File: src/rtl/branch_hazard_ctrl.sv
// Branch resolution sequencer in ID. It stalls on operand hazards and turns the resolver outcome into a PC redirect plus an IF/ID flush.
// Latency: stall, redirect and flush are combinational in the current cycle. Statistics and stall_err update at the next edge.
// Backpressure: hold freezes all state and forces the four control outputs low. rst overrides hold.
module branch_hazard_ctrl #(
  parameter int CNT_W     = 16,
  parameter int MAX_STALL = 4
) (
  input  logic             clk,
  input  logic             rst,
  input  logic             hold,
  input  logic             id_branch,
  input  logic [5:0]       id_branch_code,
  input  logic [4:0]       id_rs,
  input  logic [4:0]       id_rt,
  input  logic             ex_reg_write,
  input  logic             ex_mem_read,
  input  logic [4:0]       ex_dest,
  input  logic             mem_mem_read,
  input  logic [4:0]       mem_dest,
  input  logic             branch_taken,
  input  logic [31:0]      branch_target,
  output logic             stall_front,
  output logic             bubble_ex,
  output logic             flush_ifid,
  output logic             pc_redirect,
  output logic [31:0]      pc_target,
  output logic [CNT_W-1:0] branch_cnt,
  output logic [CNT_W-1:0] taken_cnt,
  output logic [CNT_W-1:0] stall_cnt,
  output logic             stall_err
);

  // stall_run saturates one step past MAX_STALL, which is enough to keep the watchdog condition true.
  localparam int               RUN_W   = $clog2(MAX_STALL + 2);
  localparam logic [RUN_W-1:0] RUN_SAT = RUN_W'(MAX_STALL + 1);

  typedef enum logic {IDLE = 1'b0, STALL = 1'b1} state_t;

  state_t           state_q, state_d;
  logic [RUN_W-1:0] stall_run, stall_run_d;
  logic             uses_rt, code_valid;
  logic             rs_haz, rt_haz, hazard;
  logic             stall_evt, resolve_evt, taken_evt, err_set;

  // Decode: known branch codes, and the two-source compares that also read rt.
  always_comb begin
    uses_rt    = 1'b0;
    code_valid = 1'b0;
    case (id_branch_code)
      6'h03, 6'h04:                begin code_valid = 1'b1; uses_rt = 1'b1; end
      6'h07, 6'h0F, 6'h11, 6'h13:  code_valid = 1'b1;
      default:                     ;
    endcase
  end

  // Hazard: a used, non-zero source register is still being produced by EX (ALU or load) or by a MEM load.
  always_comb begin
    rs_haz = (id_rs != 5'd0) &&
             (((ex_reg_write || ex_mem_read) && (ex_dest == id_rs)) ||
              (mem_mem_read && (mem_dest == id_rs)));
    rt_haz = uses_rt && (id_rt != 5'd0) &&
             (((ex_reg_write || ex_mem_read) && (ex_dest == id_rt)) ||
              (mem_mem_read && (mem_dest == id_rt)));
    hazard = rs_haz || rt_haz;
  end

  // Next-state logic and per-cycle stall/resolve events. hold and rst suppress all events.
  always_comb begin
    state_d     = state_q;
    stall_run_d = stall_run;
    stall_evt   = 1'b0;
    resolve_evt = 1'b0;
    if (!hold && !rst) begin
      case (state_q)
        IDLE: begin
          if (id_branch && hazard) begin
            state_d     = STALL;
            stall_run_d = RUN_W'(1);
            stall_evt   = 1'b1;
          end else if (id_branch) begin
            resolve_evt = 1'b1;
          end
        end
        STALL: begin
          if (!id_branch) begin
            // The stalled branch was squashed upstream, so it is dropped without being counted.
            state_d     = IDLE;
            stall_run_d = '0;
          end else if (hazard) begin
            stall_evt = 1'b1;
            if (stall_run != RUN_SAT) stall_run_d = stall_run + RUN_W'(1);
          end else begin
            state_d     = IDLE;
            stall_run_d = '0;
            resolve_evt = 1'b1;
          end
        end
        default: begin
          state_d     = IDLE;
          stall_run_d = '0;
        end
      endcase
    end
    taken_evt = resolve_evt && code_valid && branch_taken;
    err_set   = stall_evt && (int'(stall_run_d) > MAX_STALL);
  end

  // Control outputs. An unknown code resolves as not taken, so it never redirects.
  always_comb begin
    stall_front = stall_evt;
    bubble_ex   = stall_evt;
    pc_redirect = taken_evt;
    flush_ifid  = taken_evt;
    pc_target   = taken_evt ? branch_target : 32'd0;
  end

  // FSM state, stall run length and sticky watchdog flag.
  always_ff @(posedge clk) begin
    if (rst) begin
      state_q   <= IDLE;
      stall_run <= '0;
      stall_err <= 1'b0;
    end else begin
      state_q   <= state_d;
      stall_run <= stall_run_d;
      if (err_set) stall_err <= 1'b1;
    end
  end

  // Saturating statistics counters.
  always_ff @(posedge clk) begin
    if (rst) begin
      branch_cnt <= '0;
      taken_cnt  <= '0;
      stall_cnt  <= '0;
    end else begin
      if (resolve_evt && (branch_cnt != '1)) branch_cnt <= branch_cnt + CNT_W'(1);
      if (taken_evt   && (taken_cnt  != '1)) taken_cnt  <= taken_cnt  + CNT_W'(1);
      if (stall_evt   && (stall_cnt  != '1)) stall_cnt  <= stall_cnt  + CNT_W'(1);
    end
  end

endmodule

File: config.mk
export PLATFORM = sky130hd
export DESIGN_NAME = branch_hazard_ctrl
export DESIGN_NICKNAME = d
export VERILOG_FILES = /design/src/rtl/branch_hazard_ctrl.sv
export SDC_FILE = /design/constraint.sdc
export NUM_CORES = 1
export LEC_CHECK = 0
export CORE_MARGIN = 2
export CORE_UTILIZATION = 45
export DETAILED_ROUTE_END_ITERATION = 8
export PLACE_DENSITY = 0.87
export SYNTH_ARGS = -nofsm -noshare
export SYNTH_HDL_FRONTEND = slang
export SYNTH_SLANG_ARGS = --single-unit
File: constraint.sdc
create_clock -name clk -period 4.21 [get_ports clk]
set_clock_uncertainty 0.05 [all_clocks]
set_input_delay 0.842 -clock clk [delete_from_list [all_inputs] [get_ports clk]]
set_output_delay 0.842 -clock clk [all_outputs]
set_load 0.03 [all_outputs]
**Word level (Yosys, flattened, before mapping)**

Cells that the tools add are included.

- Logic and storage cells: 71
- Output and inout bits: 85
- Input port bits: 66
- Register bits: 53

- Equal/unequal tests: 14
- Add/subtract/negate cells: 4
- Muxes and demuxes: 20
- Reductions and logical operators: 25
- Bitwise logic cells: 1
- Magnitude comparators: 1

Operators by type and width:

| kind | count |
|---|---|
| adder 16 x 1 -> 16 bit (second input constant) | 3 |
| != test 16 bit (second input constant) | 3 |
| 2-to-1 mux 32 bit | 1 |
| == test 5 bit | 4 |
| logical AND 1 bit | 15 |
| 2-to-1 mux 3 bit | 5 |
| == test 6 x 3 -> 1 bit (second input constant) | 2 |
| == test 6 x 5 -> 1 bit (second input constant) | 2 |
| 2-to-1 mux 1 bit | 11 |
| nonzero test 5 bit | 2 |
| == test 6 x 2 -> 1 bit (second input constant) | 1 |
| == test 6 x 4 -> 1 bit (second input constant) | 1 |
| case mux 3 bit (2 select lines) | 1 |
| OR reduction 6 bit | 1 |
| logical OR 1 bit | 4 |
| case mux 1 bit (2 select lines) | 2 |
| adder 3 x 1 -> 3 bit (second input constant) | 1 |
| greater-than comparator 3 bit (second input constant) | 1 |
| != test 3 bit (second input constant) | 1 |
| logical NOT 1 bit | 2 |
| OR reduction 2 bit | 1 |
| inverter 1 bit | 1 |

**Depth between registers and ports, before layout**

- Depth after elaboration: 13
- Mapped depth: 9

**Least setup slack after synthesis**

Ideal clock, no wire load.

- Path kind: input port to output port
- Start: input port id_rt[1]
- End: output port pc_target[22]
- Arrival time: 2,972 ps
- Stages on the path: 7
- Buffers on the path: 2
- Path slack: 346 ps
- Cell sequence: or4_1 -> o211ai_2 -> o22ai_1 -> buf_2 -> nor3b_2 -> clkbuf_1 -> and2_1

- Longest elaborated chain between the ends: 12
- Elaborated cells between the ends (all ways): 18
- Those cells by class: 2 x eq/ne; 6 x mux; 10 x reduce/logical

Ends and longest elaborated chain:

| what | RTL line | source |
|---|---|---|
| from (decl) | 14 | `input logic [4:0] id_rt,` |
| == test 5 bit (on tied branches) | 62, 63 |  |
| logical AND 1 bit (on tied branches) | 62, 63 |  |
| logical OR 1 bit | 62 | `(((ex_reg_write \|\| ex_mem_read) && (ex_dest == id_rt)) \|\|` |
| logical AND 1 bit * | 61 | `rt_haz = uses_rt && (id_rt != 5'd0) &&` |
| logical OR 1 bit * | 64 | `hazard = rs_haz \|\| rt_haz;` |
| 2-to-1 mux 1 bit / logical AND 1 bit (equally long branches) | 89, 76 |  |
| 2-to-1 mux 1 bit (on tied branches) | 85, 76 |  |
| case mux 1 bit (2 select lines) * | 74 | `case (state_q)` |
| 2-to-1 mux 1 bit * | 73 | `if (!hold && !rst) begin` |
| logical AND 1 bit * (2 in series) | 104 | `taken_evt = resolve_evt && code_valid && branch_taken;` |
| via flush_ifid | 24 | `output logic flush_ifid,` |
| 2-to-1 mux 32 bit * | 114 | `pc_target = taken_evt ? branch_target : 32'd0;` |
| to (decl) | 26 | `output logic [31:0] pc_target,` |

The timed path passes the listed nets; every way through them passes the cells marked *.

**Final worst setup path**

- Start: input port id_rt[2]
- End: output port pc_target[18]

- Longest elaborated chain between the ends: 12
- Elaborated cells between the ends (all ways): 18
- Those cells by class: 2 x eq/ne; 6 x mux; 10 x reduce/logical

Ends and longest elaborated chain:

| what | RTL line |
|---|---|
| == test 5 bit (on tied branches) | 62, 63 |
| logical AND 1 bit (on tied branches) | 62, 63 |
| logical OR 1 bit | 62 |
| logical AND 1 bit * | 61 |
| logical OR 1 bit * | 64 |
| 2-to-1 mux 1 bit / logical AND 1 bit (equally long branches) | 89, 76 |
| 2-to-1 mux 1 bit (on tied branches) | 85, 76 |
| case mux 1 bit (2 select lines) * | 74 |
| 2-to-1 mux 1 bit * | 73 |
| logical AND 1 bit * (2 in series) | 104 |
| 2-to-1 mux 32 bit * | 114 |

Mark *: on every way between the ends. The rest lies on a longest branch, timed or not.

==> flow_metrics.env <==
export IMPL_setup_viol=0
export IMPL_grt_pass1_vias=3118
export IMPL_status="complete, no violations"
export IMPL_synth_area_mux_share=0.0363
export IMPL_fin_crit_sh=0.940
export IMPL_syn_inst=403
export IMPL_syn_area_mm2=0.00321
export IMPL_wl_per_cell_um=15.2
export IMPL_synthAdderAreaFrac=0.0195
export IMPL_min_period_ns=3.96
export IMPL_rows=30
export IMPL_cp_data_arrival_time_ns=3.06
export IMPL_die_w_um=88.5
export IMPL_synthToLayoutAreaGrowth_pct=49.0
export IMPL_r2r_end="taken_cnt[15]"
export IMPL_synth_compound_area_frac=0.0858
export IMPL_seqCellArea_mm2=0.00106
export IMPL_setup_worst_path_end_class="output port"
export IMPL_synth_nets=474
export IMPL_rrSetupSlack_ns=1.76
export IMPL_synth_distinct_cells=49
export IMPL_power_leakage_nw=1.85
export IMPL_finalSetupTns_ns=0
export IMPL_layoutNonFillerInstCount=643
export IMPL_start_kind="input port"
export IMPL_num_fill_cells=580
export IMPL_clk_pin_slew_ns=0.09
export IMPL_hpwl_um=7400
export IMPL_clock_latency_ns=0.30
export IMPL_synth_xor_area_share=0.131
export IMPL_root_buffer="clkbuf_8"
export IMPL_grt_max_degree=55
export IMPL_timing_rr_start="taken_cnt[0]"
export IMPL_yosysSeqAreaShare=0.331
export IMPL_grt_ovfl_total=0
export IMPL_crit_path_start="id_rt[2]"
export IMPL_post_cts_buffers=0
export IMPL_dpl_cell_area_mm2=0.00470
export IMPL_hold_class="flip-flop to flip-flop"
export IMPL_wirelength_um=9750
export IMPL_setup_slack_ns=0.254
export IMPL_fp_dieH_um=88.5
export IMPL_grt_total_usage=0.238
export IMPL_cp_required_ns=3.32
export IMPL_synth_warnings=0
export IMPL_synth_simple_gate_area_share=0.367
export IMPL_synth_seq_cells=53
export IMPL_ir_worst_vdd_mv=0.181
export IMPL_cts_sinks=53
export IMPL_whs_ns=0.467
export IMPL_place_ws_ns=0.252
export IMPL_die_area_mm2=0.00782
export IMPL_drive_gt1_frac=0.101
export IMPL_ioPinCount=151
export IMPL_utilization=0.700
export IMPL_slew_limit_headroom=0.636
export IMPL_final_cell_mix="clkdlybuf4s50_1 (113), nor2_1 (61), dfxtp_1 (53)"
export IMPL_drt_iter0_markers=166
export IMPL_drv_cap=0
export IMPL_firstDrtPassIters=4
export IMPL_layout_nets=617
export IMPL_gp_congestion=0.862
export IMPL_cts_repair_resized=0
export IMPL_core_mm2=0.00683
export IMPL_cts_buffers_inserted=5
export IMPL_rsz0062_at_grt="false"
export IMPL_antenna_found_initial=0
export IMPL_htreeDepth=2
export IMPL_dpl_cell_count=635
export IMPL_cts_tree="built"
export IMPL_async_flop_share=0
export IMPL_synth_edff_count=0
export IMPL_crit_type="input port to output port"
export IMPL_vias=3393
export IMPL_drcViolationCount=0
export IMPL_holdBufCountCts=0
export IMPL_powerDensity_mw_per_mm2=194
export IMPL_synth_top_family_by_area="simple AND/OR/NAND/NOR gates"
export IMPL_io_buffers=150
export IMPL_via_per_inst=5.28
export IMPL_final_hold_violation_count=0
export IMPL_multi_input_area_mm2=0.00206
export IMPL_endpoint="pc_target[18]"
export IMPL_slew_viol_final=0
export IMPL_post_route_cell_area_mm2=0.00478
export IMPL_grt_pass1_wl_um=14900
export IMPL_ys_dominant_reg_cell="dfxtp_1"
export IMPL_fmax_mhz=253
export IMPL_syn_area_per_cell_um2=7.96
export IMPL_worst_pin_slew_ns=0.546
export IMPL_diodes=0
export IMPL_final_antenna_net_count=0
export IMPL_worstPathMaxFanout=37
export IMPL_final_common_cell="clkdlybuf4s50_1"
export IMPL_clk_path_buf_depth=2
export IMPL_r2r_cells=7
export IMPL_p_total_mw=0.926
export IMPL_initial_utilization=0.470
==> registers in the layout (all words and copies together) (netlist names) <==
| name | count |
|---|---|
| stall_run | 3 |
| state_q | 1 |
| taken_cnt | 16 |
| stall_cnt | 16 |
| stall_err | 1 |
| branch_cnt | 16 |
==> how the worst min path moves through the flow <==
stage | slack (ns) | cells after the start | from | endpoint
2_1_floorplan | 0.48 | 2 | stall_run[2] | stall_run[2]
3_3_place_gp | 0.43 | 2 | taken_cnt[15] | taken_cnt[15]
3_5_place_dp | 0.45 | 2 | taken_cnt[11] | taken_cnt[11]
4_1_cts | 0.47 | 2 | taken_cnt[11] | taken_cnt[11]
5_1_grt | 0.49 | 2 | taken_cnt[11] | taken_cnt[11]
6_report | 0.47 | 2 | taken_cnt[11] | taken_cnt[11]
==> metal layers <==
metal  global-route usage  routed length, µm
met1                0.318               4250
met2                0.400               4780
met3               0.0448                668
met4               0.0523                 49
met5                    0                  0
==> Yosys cell counts (all sizes together), types with 3 or more instances <==
master / number / share of area
or4: 8 / 0.019
nand2b: 3 / 0.0058
nand3: 32 / 0.050
dfxtp: 53 / 0.33
and3: 10 / 0.019
o211ai: 5 / 0.013
a31oi: 5 / 0.0097
and4: 6 / 0.016
nor3: 18 / 0.030
mux2i: 6 / 0.019
xor2: 34 / 0.093
a211oi: 3 / 0.0070
a21oi: 5 / 0.0078
nand2: 25 / 0.029
mux2: 5 / 0.018
xnor2: 14 / 0.038
nor2b: 5 / 0.0097
nand4: 12 / 0.023
nor4: 5 / 0.0097
and2: 37 / 0.072
buf: 8 / 0.012
nor2: 61 / 0.071
clkbuf: 12 / 0.014
ha: 5 / 0.019
==> final cells by class <==
cell class                      count  share of cell area
Inverter                            3             0.00235
Clock buffer                        8              0.0167
Timing Repair Buffer              156               0.304
Sequential cell                    53               0.222
Multi-Input combinational cell    327               0.430
Tap cell                           96              0.0251
==> logic make-up after synthesis <==
family                   count (synthesis)
adder cells (fa/ha/maj)                  5
buffers and inverters                   23
flip-flops                              53
AND/OR/NAND/NOR                        226
multiplexers                            11
XOR/XNOR                                48
AO/OA/AOI/OAI                           37
==> power breakdown <==
| group | leakage, nW | internal (mW) | switching [mW] |
|---|---|---|---|
| Sequential | 0.427 | 0.504 | 0.00341 |
| Clock | 0.0395 | 0.119 | 0.154 |
| Combinational | 1.38 | 0.0805 | 0.0654 |
==> worst max-delay path: stages <==
cell	delay, ns
clkdlybuf4s50_1	0.49
or4_1	0.58
o211ai_2	0.20
o22ai_2	0.12
nor3b_2	0.16
buf_4	0.29
and2_1	0.19
buf_4	0.17
Power figures use the tool's default switching activity.
